===== src/rtl/mul_pipe_param_if.sv =====
// Operand/result handshake bundle for mul_pipe_param.
// The producer side takes master; the multiplier takes slave.
interface mul_pipe_param_if #(
  parameter int WIDTH = 8,
  parameter int TAG_W = 4
) ();
  logic                 in_valid;
  logic                 in_ready;
  logic [WIDTH-1:0]     a;
  logic [WIDTH-1:0]     b;
  logic                 signed_mode;
  logic [TAG_W-1:0]     in_tag;
  logic                 out_valid;
  logic                 out_ready;
  logic [2*WIDTH-1:0]   p;
  logic [TAG_W-1:0]     out_tag;

  modport master (
    output in_valid, a, b, signed_mode, in_tag, out_ready,
    input  in_ready, out_valid, p, out_tag
  );

  modport slave (
    input  in_valid, a, b, signed_mode, in_tag, out_ready,
    output in_ready, out_valid, p, out_tag
  );
endinterface


===== src/rtl/mul_pipe_param.sv =====
// Shift-add pipelined multiplier: one partial-product row per stage, signed or
// unsigned per transaction, whole-pipeline stall on output back-pressure.
module mul_pipe_param #(
  parameter int WIDTH = 8,
  parameter int TAG_W = 4
) (
  input  logic            clk,
  input  logic            rst,
  mul_pipe_param_if.slave bus
);
  localparam int PW = 2 * WIDTH;

  logic                 adv;
  logic [WIDTH-1:0]     a_in;
  logic [WIDTH-1:0]     b_in;
  logic                 mode_in;
  logic [TAG_W-1:0]     tag_in;

  logic [WIDTH-1:0]     valid_q;
  logic [PW-1:0]        sum_q  [WIDTH];
  logic [PW-1:0]        sum_d  [WIDTH];
  logic [TAG_W-1:0]     tag_q  [WIDTH];
  // Operands are only needed by the stages that still have rows to add.
  logic [WIDTH-1:0]     a_q    [WIDTH-1];
  logic [WIDTH-1:0]     b_q    [WIDTH-1];
  logic                 mode_q [WIDTH-1];

  logic                 unused_b;

  // Row = a masked by one multiplier bit, extended to PW bits and weighted.
  function automatic logic [PW-1:0] row_f(
    input logic [WIDTH-1:0] op,
    input logic             sel,
    input logic             sgn,
    input int               sh
  );
    logic [WIDTH-1:0] r;
    logic [PW-1:0]    ext;
    r   = op & {WIDTH{sel}};
    ext = {{WIDTH{sgn & r[WIDTH-1]}}, r};
    return ext << sh;
  endfunction

  assign adv = !valid_q[WIDTH-1] || bus.out_ready;

  // Invalid slots load zeros so bubbles never carry X through the datapath.
  assign a_in    = bus.in_valid ? bus.a : '0;
  assign b_in    = bus.in_valid ? bus.b : '0;
  assign mode_in = bus.in_valid & bus.signed_mode;
  assign tag_in  = bus.in_valid ? bus.in_tag : '0;

  genvar gi;
  generate
    for (gi = 0; gi < WIDTH; gi++) begin : g_stage
      if (gi == 0) begin : g_first
        assign sum_d[gi] = row_f(a_in, b_in[0], mode_in, 0);
      end else begin : g_rest
        logic [PW-1:0] row;
        assign row = row_f(a_q[gi-1], b_q[gi-1][gi], mode_q[gi-1], gi);
        if (gi == WIDTH - 1) begin : g_msb
          // The sign-bit row carries negative weight in two's complement.
          assign sum_d[gi] = mode_q[gi-1] ? (sum_q[gi-1] - row)
                                          : (sum_q[gi-1] + row);
        end else begin : g_mid
          assign sum_d[gi] = sum_q[gi-1] + row;
        end
      end
    end
  endgenerate

  assign unused_b = ^b_q[WIDTH-2][WIDTH-2:0];

  always_ff @(posedge clk) begin
    if (rst) begin
      valid_q <= '0;
      for (int k = 0; k < WIDTH; k++) begin
        sum_q[k] <= '0;
        tag_q[k] <= '0;
      end
      for (int k = 0; k < WIDTH - 1; k++) begin
        a_q[k]    <= '0;
        b_q[k]    <= '0;
        mode_q[k] <= 1'b0;
      end
    end else if (adv) begin
      valid_q  <= {valid_q[WIDTH-2:0], bus.in_valid};
      tag_q[0] <= tag_in;
      a_q[0]    <= a_in;
      b_q[0]    <= b_in;
      mode_q[0] <= mode_in;
      for (int k = 0; k < WIDTH; k++) begin
        sum_q[k] <= sum_d[k];
      end
      for (int k = 1; k < WIDTH; k++) begin
        tag_q[k] <= tag_q[k-1];
      end
      for (int k = 1; k < WIDTH - 1; k++) begin
        a_q[k]    <= a_q[k-1];
        b_q[k]    <= b_q[k-1];
        mode_q[k] <= mode_q[k-1];
      end
    end
  end

  assign bus.in_ready  = adv;
  assign bus.out_valid = valid_q[WIDTH-1];
  assign bus.p         = sum_q[WIDTH-1];
  assign bus.out_tag   = tag_q[WIDTH-1];
endmodule


===== src/flat_wrapper.sv =====
// flat-port wrapper written by rule: the top's interface ports become plain ports
module mul_pipe_param_flat 
#(
  parameter int WIDTH = 8,
  parameter int TAG_W = 4
)
  (clk, rst, bus_in_valid, bus_a, bus_b, bus_signed_mode, bus_in_tag, bus_out_ready, bus_in_ready, bus_out_valid, bus_p, bus_out_tag);
  mul_pipe_param_if #(.WIDTH(WIDTH), .TAG_W(TAG_W)) bus_i ();
  input  logic clk;
  input  logic rst;
  input wire logic [$bits(bus_i.in_valid)-1:0] bus_in_valid;
  input wire logic [$bits(bus_i.a)-1:0] bus_a;
  input wire logic [$bits(bus_i.b)-1:0] bus_b;
  input wire logic [$bits(bus_i.signed_mode)-1:0] bus_signed_mode;
  input wire logic [$bits(bus_i.in_tag)-1:0] bus_in_tag;
  input wire logic [$bits(bus_i.out_ready)-1:0] bus_out_ready;
  output wire logic [$bits(bus_i.in_ready)-1:0] bus_in_ready;
  output wire logic [$bits(bus_i.out_valid)-1:0] bus_out_valid;
  output wire logic [$bits(bus_i.p)-1:0] bus_p;
  output wire logic [$bits(bus_i.out_tag)-1:0] bus_out_tag;
  assign bus_i.in_valid = bus_in_valid;
  assign bus_i.a = bus_a;
  assign bus_i.b = bus_b;
  assign bus_i.signed_mode = bus_signed_mode;
  assign bus_i.in_tag = bus_in_tag;
  assign bus_i.out_ready = bus_out_ready;
  assign bus_in_ready = bus_i.in_ready;
  assign bus_out_valid = bus_i.out_valid;
  assign bus_p = bus_i.p;
  assign bus_out_tag = bus_i.out_tag;
  mul_pipe_param #(.WIDTH(WIDTH), .TAG_W(TAG_W)) u_core (.clk(clk), .rst(rst), .bus(bus_i));
endmodule

===== config.mk =====
export PLATFORM = sky130hd
export DESIGN_NAME = mul_pipe_param_flat
export DESIGN_NICKNAME = d
export VERILOG_FILES = /design/src/rtl/mul_pipe_param_if.sv /design/src/rtl/mul_pipe_param.sv /design/src/flat_wrapper.sv
export SDC_FILE = /design/constraint.sdc
export NUM_CORES = 1
export LEC_CHECK = 0
export CAP_MARGIN = 0
export CORE_MARGIN = 2
export CORE_UTILIZATION = 62
export CTS_CLUSTER_DIAMETER = 120
export DETAILED_ROUTE_END_ITERATION = 6
export PLACE_DENSITY_LB_ADDON = 0.3
export SYNTH_ARGS = -nofsm -noshare
export SYNTH_HDL_FRONTEND = slang
export SYNTH_SLANG_ARGS = --single-unit
export TNS_END_PERCENT = 5

===== constraint.sdc =====
create_clock -name clk -period 8.1 [get_ports clk]
set_input_delay 1.215 -clock clk [delete_from_list [all_inputs] [get_ports clk]]
set_output_delay 1.215 -clock clk [all_outputs]
set_load 0.1 [all_outputs]

==> metrics.md, run 1 <==
| Metric | Value |
|---|---|
| Outcome | complete, no violations |
| Critical path's slowest cell | clkdlybuf4s50_1 |
| CTS Buf Count | 26 |
| Clk_skew | 6.85 ps |
| Syn_area_per_cell | 12.2 sq um |
| Setup violators final | 0 |
| Layout cells sized above 1 | 4.88% |
| FF+latch count, synth | 252 |
| Seq pwr share | 55.5% |
| Min-delay src | u_core.valid_q[1] |
| Hpwl dp | 12200 um |
| Pins Over Slew Limit | 0 |
| Post-synthesis mux area share | 0.332% |
| Area Growth Syn to Fin | 10.3% |
| Final wirelength | 19000 um |
| Die extent in x | 148 um |
| CTS root buf | clkbuf_16 |
| Reg2reg start | u_core.valid_q[7] |
| Met1 Use GR | 19.1% |
| Total of max-cap violations | 0 |
| Vias after detailed routing | 7388 |
| Most frequent cell after synthesis | edfxtp_1 |
| Critical path's most frequent cell | clkdlybuf4s50_1 |
| Placement Setup Slack | 3400 ps |
| Grt ovf | 0 |
| Cell Rows | 52 |
| Ranking of synthesized cells by area | edfxtp_1 (57%), and2_1 (7.9%), ha_1 (7.1%), nor2_1 (2.6%), xnor2_1 (2.3%) |
| GPL Wtd Cong | 0.834 |
| Pwr/cell area | 183 nW/um^2 |
| Lkg Pwr | 0.00622 uW |
| Tightest Hold Check Type | register to register |
| Synth top area share | 57.2% |
| CP required | 6880 ps |
| CP Max Fanout | 10 |
| Largest net degree at the start of global routing | 148 |
| CP delay by family, top | buffers and inverters |
| Non-filler cells, final | 1358 |
| Largest family of logic cells by synthesized area | simple AND/OR/NAND/NOR gates |
| Setup ws final | 3360 ps |
| CTS Hold Bufs | 0 |
| Critical setup path kind | input pin to output port |
| Post-DRT Antenna Nets | 0 |
| Gate power share | 2.4% |
| Ys flop type | edfxtp_1 |
| Area leader, netlist | edfxtp_1 |
| Core box area | 20200 sq um |
| GRT Resource Usage Total | 17.9% |
| WL per Instance | 14.0 um |
| Post-Syn Instances | 1049 |
| Ports | 47 |
| CTS resizes | 0 |
| Clock Power Share | 42.1% |
| Tot Pwr | 2590 uW |
| Worst endpoint data arrival time | 3520 ps |
| Initial antenna violation count | 2 |
| Final hold vios | 0 |
| Post-synthesis simple-gate area fraction | 17.4% |
| Critical Path Max Stage Delay | 1030 ps |
| Placed insts | 1311 |
| Met3 GRT Util | 3.98% |
| Postcts setup bufs | 0 |
| Synth Area in XOR/XNOR | 4.45% |
| 1st-iter DRT viols | 328 |
| CTS max path bufs | 3 |
| Initial DRT Pass Iterations | 5 |
| Setup_tns | 0 ps |
| CTS tree | built |
| Worst path bufs/invs | 3 |
| Rel. slew slack | 21.1% |
| Vias per cell | 5.44 |
| Sw Share | 19.2% |
| Cell area after synthesis | 12800 sq um |
| Initial Utilization | 63.3% |
| Sw Pwr | 496 uW |
| Final period utilization | 58.5% |
| Post-synth top cells | edfxtp_1 (244), and2_1 (162), nor2_1 (90) |
| Crit. Startpoint | bus_out_ready |
| First-pass GRT wire length | 32300 um |
| CP endpoint kind | output port |
| Final Critical Period | 4740 ps |
| Gr busiest metal | met2 |
| # nets final | 1174 |
| Async SR Flop Fraction | 0% |
| Unique masters post-synth | 53 |
| Seq/Total Area, Yosys | 58.5% |
| Adder-Cell Fraction of Synth Area | 8.23% |
| Die Y | 148 um |
| Peak VDD IR | 0.145 mV |
| Startpoint Class | input pin |
| Slew @ Worst Pin | 1180 ps |
| Die area | 21800 sq um |
| Synth Area in Compound Gates | 8.10% |
| Vias in the first global route | 7482 |
| CTS H-Tree Depth | 1 |
| Unrepaired setup endpoints after global routing | no |
| Met2 Use GR | 34.4% |
| Synth warn | 0 |
| Cell breakdown of the critical path | clkdlybuf4s50_1 -> nor2b_1 -> inv_2 -> clkdlybuf4s50_1 |
| Clock latency on the worst-skew pair | 520 ps |
| Drt drc | 0 |
| Internal | 2090 uW |
| Syn Nets | 1154 |
| Max Clk Rate | 0.211 GHz |
| Port bufs | 46 |
| EDFF count, synth | 244 |
| Register clock-pin slew on the reported worst setup and hold paths | 60 ps |
| CTS Sinks | 252 |
## metrics by stage
step	cell area, sq um	hold slack (ps)	utilization [%]
6_report	14100	451	69.8
3_5_place_dp	13300	441	65.9
5_1_grt	14100	467	69.7
3_3_place_gp	13300	436	65.9
2_1_floorplan	12800	426	-
4_1_cts	14100	451	69.7
## power by group through the flow
stage	Combinational (uW)	Clock [uW]	Sequential, uW
after CTS	63.7	1110	1440
after global placement	61.9	0	1460
final	63.3	1090	1440
after global routing	71.0	1170	1440
after floorplan	42.2	0	1460
after detailed placement	63.4	0	1460
## layout make-up
class	count	area, sq um
antenna	1	2.50
clock buffer	35	706
clock inverter	11	72.6
fill	1389	6120
inverter	20	82.6
multi-input combinational	719	4940
sequential	252	7490
tap	270	338
timing repair buffer	50	485
## cell families (layout without fill, tap and decap cells)
kind of cell    count (synthesis)  count (layout)
simple gates                  409             409
mux                             4               4
flops                         252             252
fa+ha+maj                      80              80
buf+inv                        78             116
xor+xnor                       65              65
compound gates                161             161
other cells                     0               1
## per-layer routing
layer / wire length [um] / vias to the layer above / part of all wire [%]
met2: 10200 / 120 / 54
met3: 888 / 42 / 4.7
met4: 608 / 2 / 3.2
li1: - / 3746 / -
met1: 7320 / 3478 / 39
met5: 13 / - / 0.068
## registers in the layout, summed over array words and instances, names as in the netlist
register	flops
u_core.sum_q	121
u_core.mode_q	7
u_core.b_q	28
u_core.valid_q	8
u_core.a_q	56
u_core.tag_q	32
## path summary, 6_finish.rpt
path	endpoint	slack, ps	cells after the start
worst max-delay path	bus_in_ready	3360	4
worst min-delay path	u_core.valid_q[1]	450	2
worst max register to register	u_core.sum_q[0][6]	4930	5
worst min register to register	u_core.valid_q[1]	450	2
## worst min-delay path: cells and delay by family (launching register included)
family,cells,cell delay [ps]
flops,1,310
simple gates,1,50
compound gates,1,50
## cell usage in the layout (no fill, tap or decap), drive strengths merged, types with 3 or more instances in the layout
cell and count:
edfxtp 244, and2 162, nor2 90, ha 73, a21oi 53, clkdlybuf4s50 45, nor2b 44, nand2 38
and3 36, clkbuf 35, xnor2 33, o21ai 33, xor2 32, a21o 28, inv 20, nand3 12
clkinv 10, dfxtp 8, o21a 7, fa 7, nor3 7, nand2b 7, a211oi 6, o211ai 6
a31oi 6, buf 5, o31ai 4, nand4 4, o21bai 4, or3 3, o2111ai 3
Note: power is estimated with default switching activity, not from simulation.
==> inputs of run 2 (changes only) <==
CORE_UTILIZATION = 56   (was 62)
clock period = 4.16 ns   (was 8.1 ns; I/O delays follow)
==> run 2 against run 1 <==
Compared with the run above: cell count up 1.6%; hold slack worse by 2.9 ps; power up 100%; clock skew up 1.7 ps; largest cell class unchanged.
==> metrics.md, run 2 (synthesized netlist as in run 1, its figures left out) <==
| Metric | Value |
|---|---|
| Seq pwr share | 53.6% (-1.9 points) |
| Layout cells sized above 1 | 6.21% (+1.3 points) |
| WL per Instance | 13.8 um (-1.4%) |
| Ports | 47 (unchanged) |
| Outcome | complete, no violations |
| Sw Pwr | 979 uW (+97%) |
| Sw Share | 18.8% (-0.40 points) |
| CTS Buf Count | 26 (unchanged) |
| Total of max-cap violations | 0 (unchanged) |
| Final Critical Period | 3070 ps |
| GRT Resource Usage Total | 16.4% (-1.5 points) |
| Most frequent cells in the layout | edfxtp_1 (244), and2_1 (162), nor2_1 (88) |
| Lkg Pwr | 0.00632 uW (+1.6%) |
| Largest register by flop count | u_core.sum_q |
| Post-DP Area | 13500 sq um (+1.0%) |
| Post-DRT Antenna Nets | 0 (unchanged) |
| Max Clk Rate | 0.326 GHz |
| Vias per cell | 5.38 (-1.2%) |
| Crit Reg-Reg Endpoint | u_core.sum_q[3][30] |
| CTS root buf | clkbuf_16 |
| Fillers | 1705 (+23%) |
| Diode count | 0 (-1) |
| Tightest Hold Check Type | register to register |
| Vias in the first global route | 7286 (-2.6%) |
| Cell Rows | 55 (+5.8%) |
| Grt ovf | 0 (unchanged) |
| Final Instance Area | 14300 sq um (+1.6%) |
| Hpwl dp | 12600 um (+3.0%) |
| Die area | 24100 sq um (+10%) |
| CP required | 4420 ps (-2460 ps) |
| CTS Hold Bufs | 0 (unchanged) |
| Core box area | 22500 sq um (+11%) |
| Die Y | 155 um (+5.1%) |
| Clock Power Share | 44.0% (+1.9 points) |
| CTS tree | built |
| Max FFs per register | 121 (unchanged) |
| Clk_skew | 8.53 ps (+1.67 ps) |
| Slew @ Worst Pin | 967 ps (-217 ps) |
| Initial DRT Pass Iterations | 5 (unchanged) |
| Pins Over Slew Limit | 0 (unchanged) |
| Reg2reg start | u_core.b_q[3][7] |
| Initial Utilization | 56.9% (-6.4 points) |
| Setup violators final | 0 (unchanged) |
| Postcts setup bufs | 0 (unchanged) |
| CTS resizes | 0 (unchanged) |
| CTS max path bufs | 3 (unchanged) |
| Port bufs | 46 (unchanged) |
| Clock latency on the worst-skew pair | 520 ps (about the same) |
| Hold Path End | u_core.valid_q[6] |
| Area Growth Syn to Fin | 12.0% |
| Final period utilization | 73.8% |
| Peak VDD IR | 0.317 mV (+120%) |
| Most common cell after layout, fill and taps aside | edfxtp_1 |
| WHS Path Cells | 2 (unchanged) |
| First-pass GRT wire length | 32800 um (+1.5%) |
| Gate power share | 2.4% (about the same) |
| Startpoint Class | register |
| Placement Setup Slack | 994 ps (-2400 ps) |
| 1st-iter DRT viols | 318 (-3.0%) |
| Final hold vios | 0 (unchanged) |
| Drt drc | 0 (unchanged) |
| GPL Wtd Cong | 0.839 (+0.65%) |
| CP endpoint kind | register |
| Internal | 4240 uW (+100%) |
| Critical setup path kind | register to register |
| Pwr/cell area | 364 nW/um^2 (+98%) |
| Rel. slew slack | 35.4% (+14 points) |
| Area of the multi-input gates | 4950 sq um (+0.15%) |
| Worst endpoint data arrival time | 3330 ps (-190 ps) |
| # nets final | 1180 (+0.51%) |
| R2R Setup Slk | 1090 ps (-3840 ps) |
| CTS H-Tree Depth | 1 (unchanged) |
| Register clock-pin slew on the reported worst setup and hold paths | 60 ps (about the same) |
| Vias after detailed routing | 7419 (+0.42%) |
| Die extent in x | 155 um (+5.1%) |
| Register-to-Register Path Depth | 12 (+7) |
| Min-delay src | u_core.valid_q[6] |
| Setup ws final | 1090 ps (-2270 ps) |
| Final wirelength | 19000 um (+0.22%) |
| Initial antenna violation count | 1 (-1) |
| CP Max Fanout | 13 (+3) |
| Unrepaired setup endpoints after global routing | no |
| CTS Sinks | 252 (unchanged) |
| Largest net degree at the start of global routing | 125 (-16%) |
| Largest regs | u_core.sum_q: 121 flops, u_core.a_q: 56 flops, u_core.tag_q: 32 flops |
| Sequential Area | 7490 sq um (about the same) |
[run 2: changes by cell type in the layout (fill, tap and decap cells not counted), moves of 2 or more]
| cell | previous run | this run |
|---|---|---|
| buf_4 | 4 | 6 |
| clkbuf_8 | 0 | 2 |
| clkinv_1 | 6 | 4 |
| bufinv_16 | 1 | 3 |
| clkbuf_1 | 8 | 6 |
| buf_12 | 0 | 5 |
| clkinv_2 | 4 | 6 |
[run 2: worst max path at each step]
stage / from / endpoint / slack (ps) / depth (start not counted)
final: u_core.b_q[3][7] / u_core.sum_q[3][30] / 1090 / 12
after global placement: bus_out_ready / u_core.sum_q[0][28] / 1010 / 6
after detailed placement: bus_out_ready / u_core.sum_q[0][28] / 990 / 6
after floorplan: bus_out_ready / u_core.a_q[0][0] / -990 / 5
after global routing: u_core.b_q[3][7] / u_core.sum_q[3][30] / 780 / 12
after CTS: u_core.b_q[3][7] / u_core.sum_q[3][30] / 1050 / 12
[run 2: area by class of cell]
type	count	share of cell area, %
Timing Repair Buffer	56	4.12
Clock inverter	13	0.943
Inverter	20	0.602
Sequential cell	252	52.3
Tap cell	285	2.49
Clock buffer	35	5.06
Multi-Input combinational cell	719	34.5
[run 2: through the flow]
stage	TNS (ps)	hold slack (ps)	power [uW]	utilization [%]	instances
floorplan	-240940	426	2930	-	1049
global placement	0	438	2970	59.9	1332
detailed placement	0	445	2980	59.9	1332
CTS	0	453	5280	63.7	1380
global route	0	468	5390	63.7	1380
finish	0	448	5220	63.7	1380
[run 2: worst max-delay path, stage by stage, from the launching register on]
cell      delay (ps)
edfxtp_1         570
nand2_1          130
ha_1             300
inv_1             30
o21ai_0          270
inv_1             80
ha_1             270
nor2b_1          120
o21ai_0          220
nor2b_1          160
o21ai_0          130
a21oi_1          180
mux2_2           360
[run 2: layer usage]
layer / track usage [%] / vias up / share of wire [%]
li1: - / 3765 / -
met1: 19.0 / 3492 / 41
met2: 31.1 / 118 / 53
met3: 2.67 / 42 / 3.3
met4: 5.24 / 2 / 2.7
met5: 0 / - / 0.068
[run 2: power by group through the flow]
stage                     logic, uW  clock network (uW)  registers (uW)
final                           126                2300            2800
after global routing            141                2450            2800
after CTS                       128                2360            2800
after detailed placement        127                   0            2850
after global placement          125                   0            2850
after floorplan                82.6                   0            2840
